===== src/rtl/vga_timing_gen.sv =====
// rtl/vga_timing_gen.sv - 640x480@60 raster timing with frame/animation strobes.
// Optional macro SYNC_DELAY_EN adds one register stage on hs/vs to match pixel pipelines.
module vga_timing_gen #(
  parameter int H_ACTIVE = 640,
  parameter int H_FP     = 16,
  parameter int H_SYNC   = 96,
  parameter int H_BP     = 48,
  parameter int V_ACTIVE = 480,
  parameter int V_FP     = 10,
  parameter int V_SYNC   = 2,
  parameter int V_BP     = 33,
  parameter int ANIM_DIV = 6
) (
  input  logic       vga_clk,
  input  logic       reset_n,
  output logic [9:0] DrawX,
  output logic [9:0] DrawY,
  output logic       hs,
  output logic       vs,
  output logic       blank,
  output logic       sync,
  output logic       frame_start,
  output logic       anim_tick,
  output logic [7:0] frame_count
);

  localparam int H_TOTAL  = H_ACTIVE + H_FP + H_SYNC + H_BP;
  localparam int V_TOTAL  = V_ACTIVE + V_FP + V_SYNC + V_BP;
  localparam int HS_START = H_ACTIVE + H_FP;
  localparam int HS_END   = H_ACTIVE + H_FP + H_SYNC - 1;
  localparam int VS_START = V_ACTIVE + V_FP;
  localparam int VS_END   = V_ACTIVE + V_FP + V_SYNC - 1;

  typedef enum logic {HOLD, RUN} state_t;

  state_t     state;
  logic [9:0] hc_next;
  logic [9:0] vc_next;
  logic       hs_next;
  logic       vs_next;
  logic       blank_next;
  logic       frame_next;
  logic [7:0] anim_cnt;
  logic [7:0] anim_inc;
  logic       hs_r;
  logic       vs_r;

  // HOLD presents (0,0) as the next position so the first frame starts one edge after release.
  always_comb begin
    hc_next = '0;
    vc_next = '0;
    if (state == RUN) begin
      if (DrawX == 10'(H_TOTAL - 1)) begin
        hc_next = '0;
        if (DrawY == 10'(V_TOTAL - 1)) vc_next = '0;
        else                           vc_next = DrawY + 10'd1;
      end else begin
        hc_next = DrawX + 10'd1;
        vc_next = DrawY;
      end
    end
  end

  always_comb begin
    hs_next    = !((hc_next >= 10'(HS_START)) && (hc_next <= 10'(HS_END)));
    vs_next    = !((vc_next >= 10'(VS_START)) && (vc_next <= 10'(VS_END)));
    blank_next = (hc_next < 10'(H_ACTIVE)) && (vc_next < 10'(V_ACTIVE));
    frame_next = (hc_next == 10'd0) && (vc_next == 10'd0);
    anim_inc   = anim_cnt + 8'd1;
  end

  always_ff @(posedge vga_clk or negedge reset_n) begin
    if (!reset_n) begin
      state       <= HOLD;
      DrawX       <= '0;
      DrawY       <= '0;
      hs_r        <= 1'b1;
      vs_r        <= 1'b1;
      blank       <= 1'b0;
      frame_start <= 1'b0;
      anim_tick   <= 1'b0;
      frame_count <= '0;
      anim_cnt    <= '0;
    end else begin
      state       <= RUN;
      DrawX       <= hc_next;
      DrawY       <= vc_next;
      hs_r        <= hs_next;
      vs_r        <= vs_next;
      blank       <= blank_next;
      frame_start <= frame_next;
      if (frame_next) begin
        // The first frame after reset is frame 0, so only RUN-state frame starts count.
        if (state == RUN) frame_count <= frame_count + 8'd1;
        if (anim_inc == 8'(ANIM_DIV)) begin
          anim_tick <= 1'b1;
          anim_cnt  <= '0;
        end else begin
          anim_tick <= 1'b0;
          anim_cnt  <= anim_inc;
        end
      end else begin
        anim_tick <= 1'b0;
      end
    end
  end

`ifdef SYNC_DELAY_EN
  logic hs_d;
  logic vs_d;

  always_ff @(posedge vga_clk or negedge reset_n) begin
    if (!reset_n) begin
      hs_d <= 1'b1;
      vs_d <= 1'b1;
    end else begin
      hs_d <= hs_r;
      vs_d <= vs_r;
    end
  end

  assign hs = hs_d;
  assign vs = vs_d;
`else
  assign hs = hs_r;
  assign vs = vs_r;
`endif

  assign sync = 1'b0;

endmodule


===== config.mk =====
export PLATFORM = sky130hd
export DESIGN_NAME = vga_timing_gen
export DESIGN_NICKNAME = d
export VERILOG_FILES = /design/src/rtl/vga_timing_gen.sv
export SDC_FILE = /design/constraint.sdc
export NUM_CORES = 1
export LEC_CHECK = 0
export ABC_AREA = 1
export BUFFER_PORTS_ARGS = -buffer_cell sky130_fd_sc_hd__buf_4
export CAP_MARGIN = 20
export CORE_MARGIN = 2
export CORE_UTILIZATION = 60
export DETAILED_ROUTE_END_ITERATION = 8
export HOLD_SLACK_MARGIN = 0.08
export PLACE_DENSITY = 0.95
export SLEW_MARGIN = 40
export SYNTH_ARGS = -nofsm -noshare
export SYNTH_HDL_FRONTEND = slang
export SYNTH_SLANG_ARGS = --single-unit
export TNS_END_PERCENT = 1

===== constraint.sdc =====
create_clock -name vga_clk -period 3.9 [get_ports vga_clk]
set_input_delay 0.195 -clock vga_clk [delete_from_list [all_inputs] [get_ports vga_clk]]
set_output_delay 0.195 -clock vga_clk [all_outputs]
set_load 0.02 [all_outputs]

# After elaboration in Yosys (flattened, before gate mapping)
# Index checks and enable logic that the tools add are counted.
# word_totals
register_bits	42
latchBits	0
ramBits	0
rom_bits	0
in_bits	2
elab_cells	40
mem_count	0
# op_classes
addsub	4
multipliers	0
div	0
order_cmp	6
eq_ne	3
n_shift	0
muxes	8
bitwise	0
n_reduce_logical	9
# op_table
cell	count
$mux 10	5
$add 10x1->10 const B	2
$eq 10x10->1 const B	2
$logic_not 10->1	2
$add 8x1->8 const B	2
$ge 10x10->1 const B	1
$ge 10x9->1 const B	1
$le 10x10->1 const B	1
$le 10x9->1 const B	1
$lt 10x10->1 const B	1
$lt 10x9->1 const B	1
$eq 8x3->1 const B	1
$mux 8	1
$logic_and 1x1->1	4
$logic_not 1->1	2
$mux 1	2
$reduce_and 2->1	1

# Logic depth before layout (Yosys ltp)
# Gate-level depths: netlist of run 1.
# logic_depth
word_depth	7
ltp_mapped	17
mapped_depth_nobuf	16

# Worst setup path before layout of run 1
# OpenSTA, ideal clock, no wires.
# synth_timing
path_kind	reg2reg
from	register DrawX[0]
to	register anim_cnt[5]
setup_ns	0.126
t_arrival_ns	2.044
required_time_ns	3.774
setup_slack_ns	1.730
stages_incl_launch_ff	14
cell_sequence	dfrtp_1 > ha_1 > nand2_1 > nor2_4 > nand3_1 > nor2_2 > nand2_1 > nand3_1 > nand2_1 > nor2_1 > nand2_2 > nor2_8 > buf_6 > o21ai_0
# synth_via
elab_chain_len	5
# synth_lines
element	line_no	rtl
start, declared	16	output logic [9:0] DrawX,
start signal, assigned	86	DrawX <= hc_next;
$add 10x1->10 or $eq 10x10->1 (tied branches)	58, 53	
$mux 10	53	if (DrawX == 10'(H_TOTAL - 1)) begin
$mux 10	52	if (state == RUN) begin
$logic_not 10->1	68	frame_next = (hc_next == 10'd0) && (vc_next == 10'd0);
$logic_and 1x1->1 (*)	68	
end signal, assigned	100	anim_cnt <= anim_inc;
end, declared	43	logic [7:0] anim_cnt;
# Mark *: on every way between the ends. The rest lies on a longest branch, timed or not.
# A chain may end at the register's enable or synchronous reset.

# Final worst setup path of run 1
# layout_timing
from	register DrawX[0]
to	register frame_count[6]
# layout_via
elab_chain_len	6
# layout_lines
element	line_no	rtl
$add 10x1->10 or $eq 10x10->1 (tied branches)	58, 53	
$mux 10	53	
$mux 10	52	
$logic_not 10->1	68	
$logic_and 1x1->1 (*)	68	
$reduce_and 2->1 (no line) (*)	--	
end signal, assigned	94	if (state == RUN) frame_count <= frame_count + 8'd1;
end, declared	24	output logic [7:0] frame_count
# Marked as above.

==> impl_metrics.ini, run 1 <==
[clock_network]
cts_tree = done
clock_path_buffers = 2
htreeDepth = 2
post-cts-setup-buffer-count = 0
root_buffer = clkbuf_8
cts_buffers = 5
ctsResizeCount = 0
clock_latency_ns = 0.30
cts.sinks = 42
cts.clk_slew.worst_paths_ns = 0.08

[logic_synthesis]
synth_area_um2 = 2719
ys_types = 30
synth_edf_count = 0
syn-num-nets = 388
syn_area_per_cell_um2 = 7.155
ys_ff_latch = 42
async_reset_ff_frac = 1.000
yosysSeqAreaShare = 0.3875
synthCells = 380
yosys_warnings = 0
ys.flop_type = dfrtp_1

[power_and_ir_drop]
combPwrFrac = 0.248
clkPwrFrac = 0.254
switchingPower_w = 0.0003804
p_sw_frac = 0.3370
powerDensity_nw_per_um2 = 364.7
seqPwrFrac = 0.498
intPower_w = 0.0007485
power.total_w = 0.001129
ir_worst_vdd_v = 0.0002850
power.leakage_nw = 1.715

[place]
gp_congestion = 0.9871
dp_hpwl_mm = 4.610
numPortBuffers = 34

[grt]
grt_overflow_total = 0
grt_util_all_layers = 0.2454
antenna_found_initial = 0
grt_first_pass_wirelength_mm = 10.01
grt_max_degree = 43
grt_pass1_vias = 2235

[run_status]
outcome = finished clean

[job]
cap_viol_max_count = 0

[worst_setup_path]
crit_path_top_delay_cell = dfrtp_1
criticalPathCategory = reg -> reg
r2r_slack_ns = 1.34
cpMostUsedCell = nand2_1
rr_worst_depth = 14
startpoint_type = register
reg2reg_to = frame_count[6]
cp_slowest_stage_delay_ns = 0.51
crit_path_end_kind = register
crit_path_max_fanout = 9
worstPathArrival_ns = 2.74
worstSetupEndpoint = frame_count[6]
worstPathCellList = ha_1 > nand2_1 > nor2_4 > nand3_1 > nor2_2 > nand2_1 > nand3_1 > nand2_1 > inv_1 > nand2_1 > nor2_1 > nand3_1 > nand2_1 > nand2_1
cp_data_required_time_ns = 4.08
r2r-start = DrawX[0]
startpoint = DrawX[0]

[floorplanning]
die_x_um = 71.32
dieArea_um2 = 5086
core_area_um2 = 4354
rows = 24
die_y_um = 71.32
start_util = 0.6244
io_pins = 36

[timing]
hold_viol = 0
tightest_slew_ns = 0.5145
tns_ns = 0
slew_viol_final = 0
fin_crit_ns = 2.558
relSlewSlack = 0.6570
setup_viol = 0
clock.fmax_mhz = 391.0
fin_skew_ns = 0.01169
rsz0062_at_grt = no
fin_crit_sh = 0.6559
holdWs_ns = 0.4180

[routing]
drc = 0
vias = 2507
final_antenna_net_count = 0
vias_per_cell = 5.345
post_drt_wl_per_cell_um = 12.97
drtPass1Iterations = 4
drt_iter0_drc = 324
wirelength_mm = 6.082

[finish]
layout_common_cells = nand2_1 (114), inv_1 (56), nand3_1 (44)
layout-drive-gt1-share = 0.1559
syn_to_final_growth_pct = 13.85
nNetsFinal = 424
final_common_cell = nand2_1
antenna_cells = 0

[worst_hold_path]
hp-class = in -> async
==> synthesized netlist by cell type, types with 3 or more instances <==
cell	n	area share
nand2_1	114	0.16
inv_1	56	0.077
nand3_1	44	0.081
dfrtp_1	40	0.37
nor2_1	33	0.046
nand4_1	14	0.032
xor2_1	11	0.035
o21ai_0	9	0.017
nor3_1	7	0.013
a21oi_1	6	0.011
ha_1	6	0.028
nor2_4	5	0.021
o21ai_1	4	0.0074
inv_2	3	0.0041
nand2_2	3	0.0069
nand2_4	3	0.012
xnor2_1	3	0.0097
==> power groups by stage <==
| stage | Clock, W | Combinational, W | Sequential [W] |
|---|---|---|---|
| 6_report | 0.000286 | 0.000281 | 0.000562 |
| 5_1_grt | 0.000309 | 0.000313 | 0.000569 |
| 4_1_cts | 0.000292 | 0.000281 | 0.000561 |
| 3_5_place_dp | 0 | 0.000280 | 0.000567 |
| 3_3_place_gp | 0 | 0.000268 | 0.000564 |
| 2_1_floorplan | 0 | 0.000171 | 0.000585 |
==> stage by stage <==
step / utilization / instances / cell area (um^2) / setup slack [ns]
floorplan: - / 380 / 2719 / 1.730
global placement: 0.6874 / 460 / 2993 / 1.500
detailed placement: 0.6874 / 460 / 2993 / 1.389
CTS: 0.7106 / 469 / 3094 / 1.371
global route: 0.7109 / 469 / 3095 / 1.110
finish: 0.7109 / 469 / 3095 / 1.342
==> cells by family after synthesis <==
group                      after synthesis  synth area share
AOI/OAI and AO/OA                       21           0.04050
other                                    2          0.002762
and+or+nand+nor                        230            0.3981
xor gates and xnor gates                14           0.04510
DFF                                     42            0.3875
buffers and inverters                   65           0.09848
adders and majority gates                6           0.02761
==> worst min path at each step <==
stage | start | end | slack (ns) | cells past startpoint
6_report | reset_n | DrawX[0] | 0.42 | 2
5_1_grt | reset_n | frame_count[4] | 0.45 | 2
4_1_cts | reset_n | DrawX[4] | 0.43 | 2
3_5_place_dp | reset_n | state | 0.21 | 1
3_3_place_gp | reset_n | state | 0.20 | 1
2_1_floorplan | reset_n | DrawX[0] | -0.10 | 0
==> worst max-delay path: cells and delay by family (launching register included) <==
| kind | cells | cell delay, ns |
|---|---|---|
| DFF | 1 | 0.51 |
| buffers and inverters | 1 | 0.08 |
| and+or+nand+nor | 12 | 1.56 |
| adders and majority gates | 1 | 0.29 |
==> timing repair <==
item                                    in CTS  in global routing
endpoints found under the setup margin       0                  0
hold buffers                                 1                  0
hold endpoints to repair                    40                  0
==> registers in the layout, indices dropped and copies added, names as in the netlist <==
register	count
DrawX	10
DrawY	10
anim_cnt	8
anim_tick	1
blank	1
frame_count	8
frame_start	1
hs	1
state	1
vs	1
==> layout make-up <==
| cell class | instances | area [um^2] |
|---|---|---|
| Clock buffer | 7 | 86.33 |
| Sequential cell | 42 | 1055 |
| Clock inverter | 1 | 5.005 |
| Multi-Input combinational cell | 273 | 1398 |
| Inverter | 59 | 221.5 |
| Tap cell | 52 | 65.06 |
| Fill cell | 348 | 1259 |
| Timing Repair Buffer | 35 | 265.3 |
==> layer usage <==
layer	wire length [um]	part of all wire	vias to the layer above	track usage
li1	-	-	1260	-
met3	405	0.067	8	0.03938
met2	2966	0.49	94	0.4136
met5	0	0	-	0
met1	2628	0.43	1145	0.3287
met4	82	0.013	0	0.07128
Note: power is estimated with default switching activity, not from simulation.
==> run 2, diff against run 1 <==
--- a/config.mk
+++ b/config.mk
@@ -5,14 +5,14 @@
 export SDC_FILE = /design/constraint.sdc
 export NUM_CORES = 1
 export LEC_CHECK = 0
-export ABC_AREA = 1
+export ABC_AREA = 0
 export BUFFER_PORTS_ARGS = -buffer_cell sky130_fd_sc_hd__buf_4
 export CAP_MARGIN = 20
 export CORE_MARGIN = 2
-export CORE_UTILIZATION = 60
+export CORE_UTILIZATION = 57
 export DETAILED_ROUTE_END_ITERATION = 8
 export HOLD_SLACK_MARGIN = 0.08
-export PLACE_DENSITY = 0.95
+export PLACE_DENSITY = 0.91
 export SLEW_MARGIN = 40
 export SYNTH_ARGS = -nofsm -noshare
 export SYNTH_HDL_FRONTEND = slang
==> constraint.sdc (replaced) <==
create_clock -name vga_clk -period 2.56 [get_ports vga_clk]
set_input_delay 0.128 -clock vga_clk [delete_from_list [all_inputs] [get_ports vga_clk]]
set_output_delay 0.128 -clock vga_clk [all_outputs]
set_load 0.02 [all_outputs]
==> impl_metrics.ini, run 2 <==
[timing]
tightest_slew_ns = 0.5236
fin_crit_sh = 0.9790
relSlewSlack = 0.6509
hold_viol = 0
tns_ns = 0
worst_slack_ns = 0.05375
fin_crit_ns = 2.506
setup_viol = 0
rsz0062_at_grt = yes
holdWs_ns = 0.3512
clock.fmax_mhz = 399.0
slew_viol_final = 0
fin_skew_ns = 0.01038

[logic_synthesis]
synth_area_um2 = 2582
ys_ff_latch = 42
synth_edf_count = 0
synth_most_common_cell = dfrtp_1
syn_area_per_cell_um2 = 9.857
synth_top_cell_by_area = dfrtp_1
netlist_top_cells_area = dfrtp_1 (39%), xor2_1 (8.1%), nor2_1 (3.8%)
syn-num-nets = 270
ys.flop_type = dfrtp_1
yosys-top-cells-count = dfrtp_1 (40), nor2_1 (26), xor2_1 (24), nand3_1 (17), nand2_1 (16)
async_reset_ff_frac = 1.000
synthCells = 262
yosys_warnings = 0
synthDominantCellAreaShare = 0.3876
yosysSeqAreaShare = 0.4079
ys_types = 59

[worst_setup_path]
worstPathCellList = ha_1 > nand3_4 > buf_4 > xor2_2 > nand4_1 > o311a_1 > a31o_4 > buf_12 > nor4b_4 > xor2_1
cp_data_required_time_ns = 2.79
startpoint_type = register
cp_slowest_stage_delay_ns = 0.42
crit_path_end_kind = register
crit_family = compound AO/OA/AOI/OAI gates
criticalPathCategory = reg -> reg
crit_path_top_delay_cell = dfrtp_2
cp_num_buf_inv = 2
worstPathArrival_ns = 2.74
crit_path_max_fanout = 8

[routing]
drc = 0
wirelength_mm = 6.044
final_antenna_net_count = 0
drtPass1Iterations = 4
vias = 2200
vias_per_cell = 5.962
post_drt_wl_per_cell_um = 16.38
drt_iter0_drc = 129

[grt]
grt_pass1_vias = 2120
antenna_found_initial = 0
grt_overflow_total = 0
grt_max_degree = 43
grt_first_pass_wirelength_mm = 9.846
grt_util_all_layers = 0.2457

[finish]
antenna_cells = 0
reg_top3 = DrawX: 10 flops, DrawY: 10 flops
layout-drive-gt1-share = 0.3438
final_common_cell = buf_4
syn_to_final_growth_pct = 27.23
nNetsFinal = 324
layout_common_cells = buf_4 (59), dfrtp_1 (35), nor2_1 (26)

[floorplanning]
start_util = 0.5931
die_y_um = 71.31
die_x_um = 71.31
core_area_um2 = 4354
dieArea_um2 = 5085
io_pins = 36
rows = 24

[place]
dp_slack_ns = -0.1299
dp_hpwl_mm = 4.148
numPortBuffers = 34
gp_congestion = 0.8909

[power_and_ir_drop]
power.leakage_nw = 1.521
ir_worst_vdd_v = 0.0003477
powerDensity_nw_per_um2 = 582.2

[clock_network]
cts.clk_slew.worst_paths_ns = 0.08
htreeDepth = 2
clock_latency_ns = 0.30
root_buffer = clkbuf_8
cts.sinks = 42
clock_path_buffers = 2
cts_buffers = 5
cts_tree = done

[job]
cap_viol_max_count = 0

[run_status]
outcome = finished clean

[worst_hold_path]
hp-class = in -> async
-- run 2: logic make-up after synthesis --
| kind of cell | Yosys count | synth area share |
|---|---|---|
| multiplexers | 4 | 0.01696 |
| AND/OR/NAND/NOR | 124 | 0.2922 |
| flip-flops | 42 | 0.4079 |
| AO/OA/AOI/OAI | 31 | 0.09835 |
| adder cells (fa/ha/maj) | 6 | 0.02907 |
| other | 2 | 0.002908 |
| XOR/XNOR | 32 | 0.1085 |
| buffers and inverters | 21 | 0.04409 |
-- run 2: worst paths after layout --
| kind | start | end | slack (ns) | depth (start not counted) |
|---|---|---|---|---|
| worst max-delay path | DrawX[0] | anim_cnt[3] | 0.05 | 10 |
| min in group vga_clk | anim_cnt[7] | anim_cnt[7] | 0.47 | 1 |
| worst min register to register | anim_cnt[7] | anim_cnt[7] | 0.47 | 1 |
| worst max register to register | DrawX[0] | anim_cnt[3] | 0.05 | 10 |
| worst min-delay path | reset_n | frame_count[7] | 0.35 | 2 |
| max in group asynchronous | reset_n | DrawX[6] | 1.81 | 2 |
-- run 2: layer usage --
metal | global-route usage | up-vias | wire [um]
met5 | 0 | - | 0
met4 | 0.08805 | 0 | 114
met3 | 0.05626 | 14 | 313
met2 | 0.4362 | 77 | 3129
met1 | 0.2906 | 1081 | 2487
li1 | - | 1028 | -
-- run 2: final cells by class --
cell class,instances,area (um^2)
clock buffers,6,72.57
clock inverters,2,37.54
fillers,286,1069
inverters,5,18.77
multi-input cells,199,1536
flip-flops and latches,42,1060
well taps,52,65.06
repair buffers,63,495.5
-- run 2: worst reg2reg max path, cell delays in order (launching register included) --
cell	delay [ns]
dfrtp_2	0.42
ha_1	0.27
nand3_4	0.15
buf_4	0.15
xor2_2	0.18
nand4_1	0.11
o311a_1	0.31
a31o_4	0.26
buf_12	0.16
nor4b_4	0.29
xor2_1	0.16
-- run 2: repair_timing --
action	4_1_cts	5_1_grt
setup buffers	2	1
pin swaps	10	5
endpoints found under the hold margin	40	0
hold buffers	1	0
gates resized for setup	8	10
setup endpoints to repair	16	18
-- run 2: power by group --
group	switching (W)	total (W)	internal, W
Clock	0.000239	0.000530	0.000291
Combinational	0.000257	0.000489	0.000232
Sequential	0.000133	0.000894	0.000760
Total	0.000630	0.00191	0.00128
-- run 2: stage by stage --
stage	power [W]	utilization	cell area, um^2	cells
6_report	0.001913	0.7546	3286	369
4_1_cts	0.001912	0.7394	3219	368
3_3_place_gp	0.001330	0.6960	3030	357
3_5_place_dp	0.001363	0.6960	3030	357
2_1_floorplan	0.001172	-	2613	262
5_1_grt	0.002009	0.7546	3286	369
==> run 3, diff against run 2 <==
--- a/config.mk
+++ b/config.mk
@@ -5,15 +5,15 @@
 export SDC_FILE = /design/constraint.sdc
 export NUM_CORES = 1
 export LEC_CHECK = 0
-export ABC_AREA = 0
+export ABC_AREA = 1
 export BUFFER_PORTS_ARGS = -buffer_cell sky130_fd_sc_hd__buf_4
 export CAP_MARGIN = 20
 export CORE_MARGIN = 2
-export CORE_UTILIZATION = 57
+export CORE_UTILIZATION = 40
 export DETAILED_ROUTE_END_ITERATION = 8
 export HOLD_SLACK_MARGIN = 0.08
-export PLACE_DENSITY = 0.91
-export SLEW_MARGIN = 40
+export PLACE_DENSITY = 0.71
+export SLEW_MARGIN = 30
 export SYNTH_ARGS = -nofsm -noshare
 export SYNTH_HDL_FRONTEND = slang
 export SYNTH_SLANG_ARGS = --single-unit
==> impl_metrics.ini, run 3 (same netlist as run 1, synthesis figures left out) <==
[run_status]
outcome = finished clean

[timing]
fin_skew_ns = 0.007103
fin_crit_sh = 0.9207
tns_ns = 0
fin_crit_ns = 2.357
rsz0062_at_grt = no
tightest_slew_ns = 0.5674
hold_viol = 0
slew_viol_final = 0
relSlewSlack = 0.6217
clock.fmax_mhz = 424.3
setup_viol = 0

[finish]
syn_to_final_growth_pct = 17.26
nNetsFinal = 428
reg_top3 = DrawX: 10 flops, DrawY: 10 flops
instances_no_fill = 501
layout-drive-gt1-share = 0.1615
final_common_cell = nand2_1
layout_common_cells = nand2_1 (114), inv_1 (56), nand3_1 (43)
antenna_cells = 0

[grt]
grt_util_all_layers = 0.1760
grt_max_degree = 43
grt_first_pass_wirelength_mm = 10.56
grt_pass1_vias = 2320
grt_overflow_total = 0
antenna_found_initial = 0

[clock_network]
cts.clk_slew.worst_paths_ns = 0.08
post-cts-setup-buffer-count = 0
cts_tree = done
cts_buffers = 5
root_buffer = clkbuf_8
cts.sinks = 42
clock_latency_ns = 0.29
clock_path_buffers = 2
htreeDepth = 2

[place]
dp_cells = 491
numPortBuffers = 34
gp_congestion = 0.8865
dp_hpwl_mm = 4.772

[power_and_ir_drop]
intPower_w = 0.001216
power.total_w = 0.001804
clkPwrFrac = 0.288
ir_worst_vdd_v = 0.0004384
powerDensity_nw_per_um2 = 565.8
power.leakage_nw = 1.742
combPwrFrac = 0.241
p_sw_frac = 0.3261
switchingPower_w = 0.0005882
seqPwrFrac = 0.472

[floorplanning]
io_pins = 36
rows = 30
die_x_um = 86.45
die_y_um = 86.45
core_area_um2 = 6681
start_util = 0.4069
dieArea_um2 = 7473

[worst_setup_path]
cpMostUsedCell = nand2_1
crit_path_end_kind = register
criticalPathCategory = reg -> reg
worstPathCellList = ha_1 > nand2_1 > nor2_4 > nand3_1 > nor2_4 > nand2_1 > nand3_1 > nand2_1 > nor2_1 > nand2_2 > nor2_4 > nand3_1 > nand2_1
worstPathArrival_ns = 2.59
crit_path_top_delay_cell = dfrtp_1
cp_slowest_stage_delay_ns = 0.41
crit_path_max_fanout = 11
cp_data_required_time_ns = 2.79
startpoint_type = register
cp_num_buf_inv = 0
crit_family = simple AND/OR/NAND/NOR gates
r2r-start = DrawX[1]
startpoint = DrawX[1]

[routing]
vias_per_cell = 5.098
drtPass1Iterations = 4
drt_iter0_drc = 143
wirelength_mm = 6.377
final_antenna_net_count = 0
vias = 2554
post_drt_wl_per_cell_um = 12.73
drc = 0

[job]
cap_viol_max_count = 0

[worst_hold_path]
hp-class = in -> async
## run 3: cell count changes in the layout (fill, tap and decap cells not counted), moves of 8 or more
| cell | before | now |
|---|---|---|
| xor2_1 | 22 | 11 |
| buf_4 | 59 | 37 |
| nand3_1 | 16 | 43 |
| nand2_1 | 16 | 114 |
| and3_1 | 8 | 0 |
| inv_1 | 5 | 56 |
## run 3: final timing paths
check	end	slack [ns]	cells after the start
max	frame_count[3]	0.20	13
min	anim_cnt[4]	0.35	2
max reg2reg	frame_count[3]	0.20	13
min reg2reg	frame_count[7]	0.56	2
max in group asynchronous	hs	1.83	2
min in group vga_clk	frame_count[7]	0.56	2
## run 3: stage by stage
step / instance area (um^2) / setup WS [ns] / util / hold slack [ns]
detailed placement: 3050 / 0.1801 / 0.4566 / 0.1537
global route: 3188 / 0.04463 / 0.4772 / 0.4165
global placement: 3050 / 0.2515 / 0.4566 / 0.1447
CTS: 3167 / 0.1674 / 0.4740 / 0.3723
finish: 3188 / 0.2029 / 0.4772 / 0.3488
floorplan: 2719 / 0.3902 / - / -0.1676
## run 3: final cells by class
type | instances | area, um^2
clock buffer | 7 | 76.32
clock inverter | 1 | 30.03
fill | 671 | 3493
inverter | 59 | 221.5
multi-input combinational | 274 | 1419
sequential | 42 | 1054
tap | 80 | 100.1
timing repair buffer | 38 | 287.8
## run 3: timing repair
| action | 4_1_cts | 5_1_grt |
|---|---|---|
| hold buffers | 1 | 0 |
| endpoints found under the hold margin | 40 | 0 |
| gates resized for setup | 0 | 2 |
| endpoints found under the setup margin | 0 | 9 |
## run 3: power by group through the flow
| stage | Combinational [W] | Sequential, W | Clock, W |
|---|---|---|---|
| detailed placement | 0.000432 | 0.000860 | 0 |
| CTS | 0.000434 | 0.000850 | 0.000527 |
| global placement | 0.000424 | 0.000860 | 0 |
| global route | 0.000488 | 0.000866 | 0.000554 |
| finish | 0.000434 | 0.000851 | 0.000519 |
| floorplan | 0.000260 | 0.000891 | 0 |
## run 3: layer usage
layer,vias up,GRT usage,part of all wire
li1,1273,-,-
met1,1207,0.2357,0.45
met2,64,0.2923,0.49
met3,10,0.02667,0.042
met4,0,0.05824,0.015
met5,-,0,0
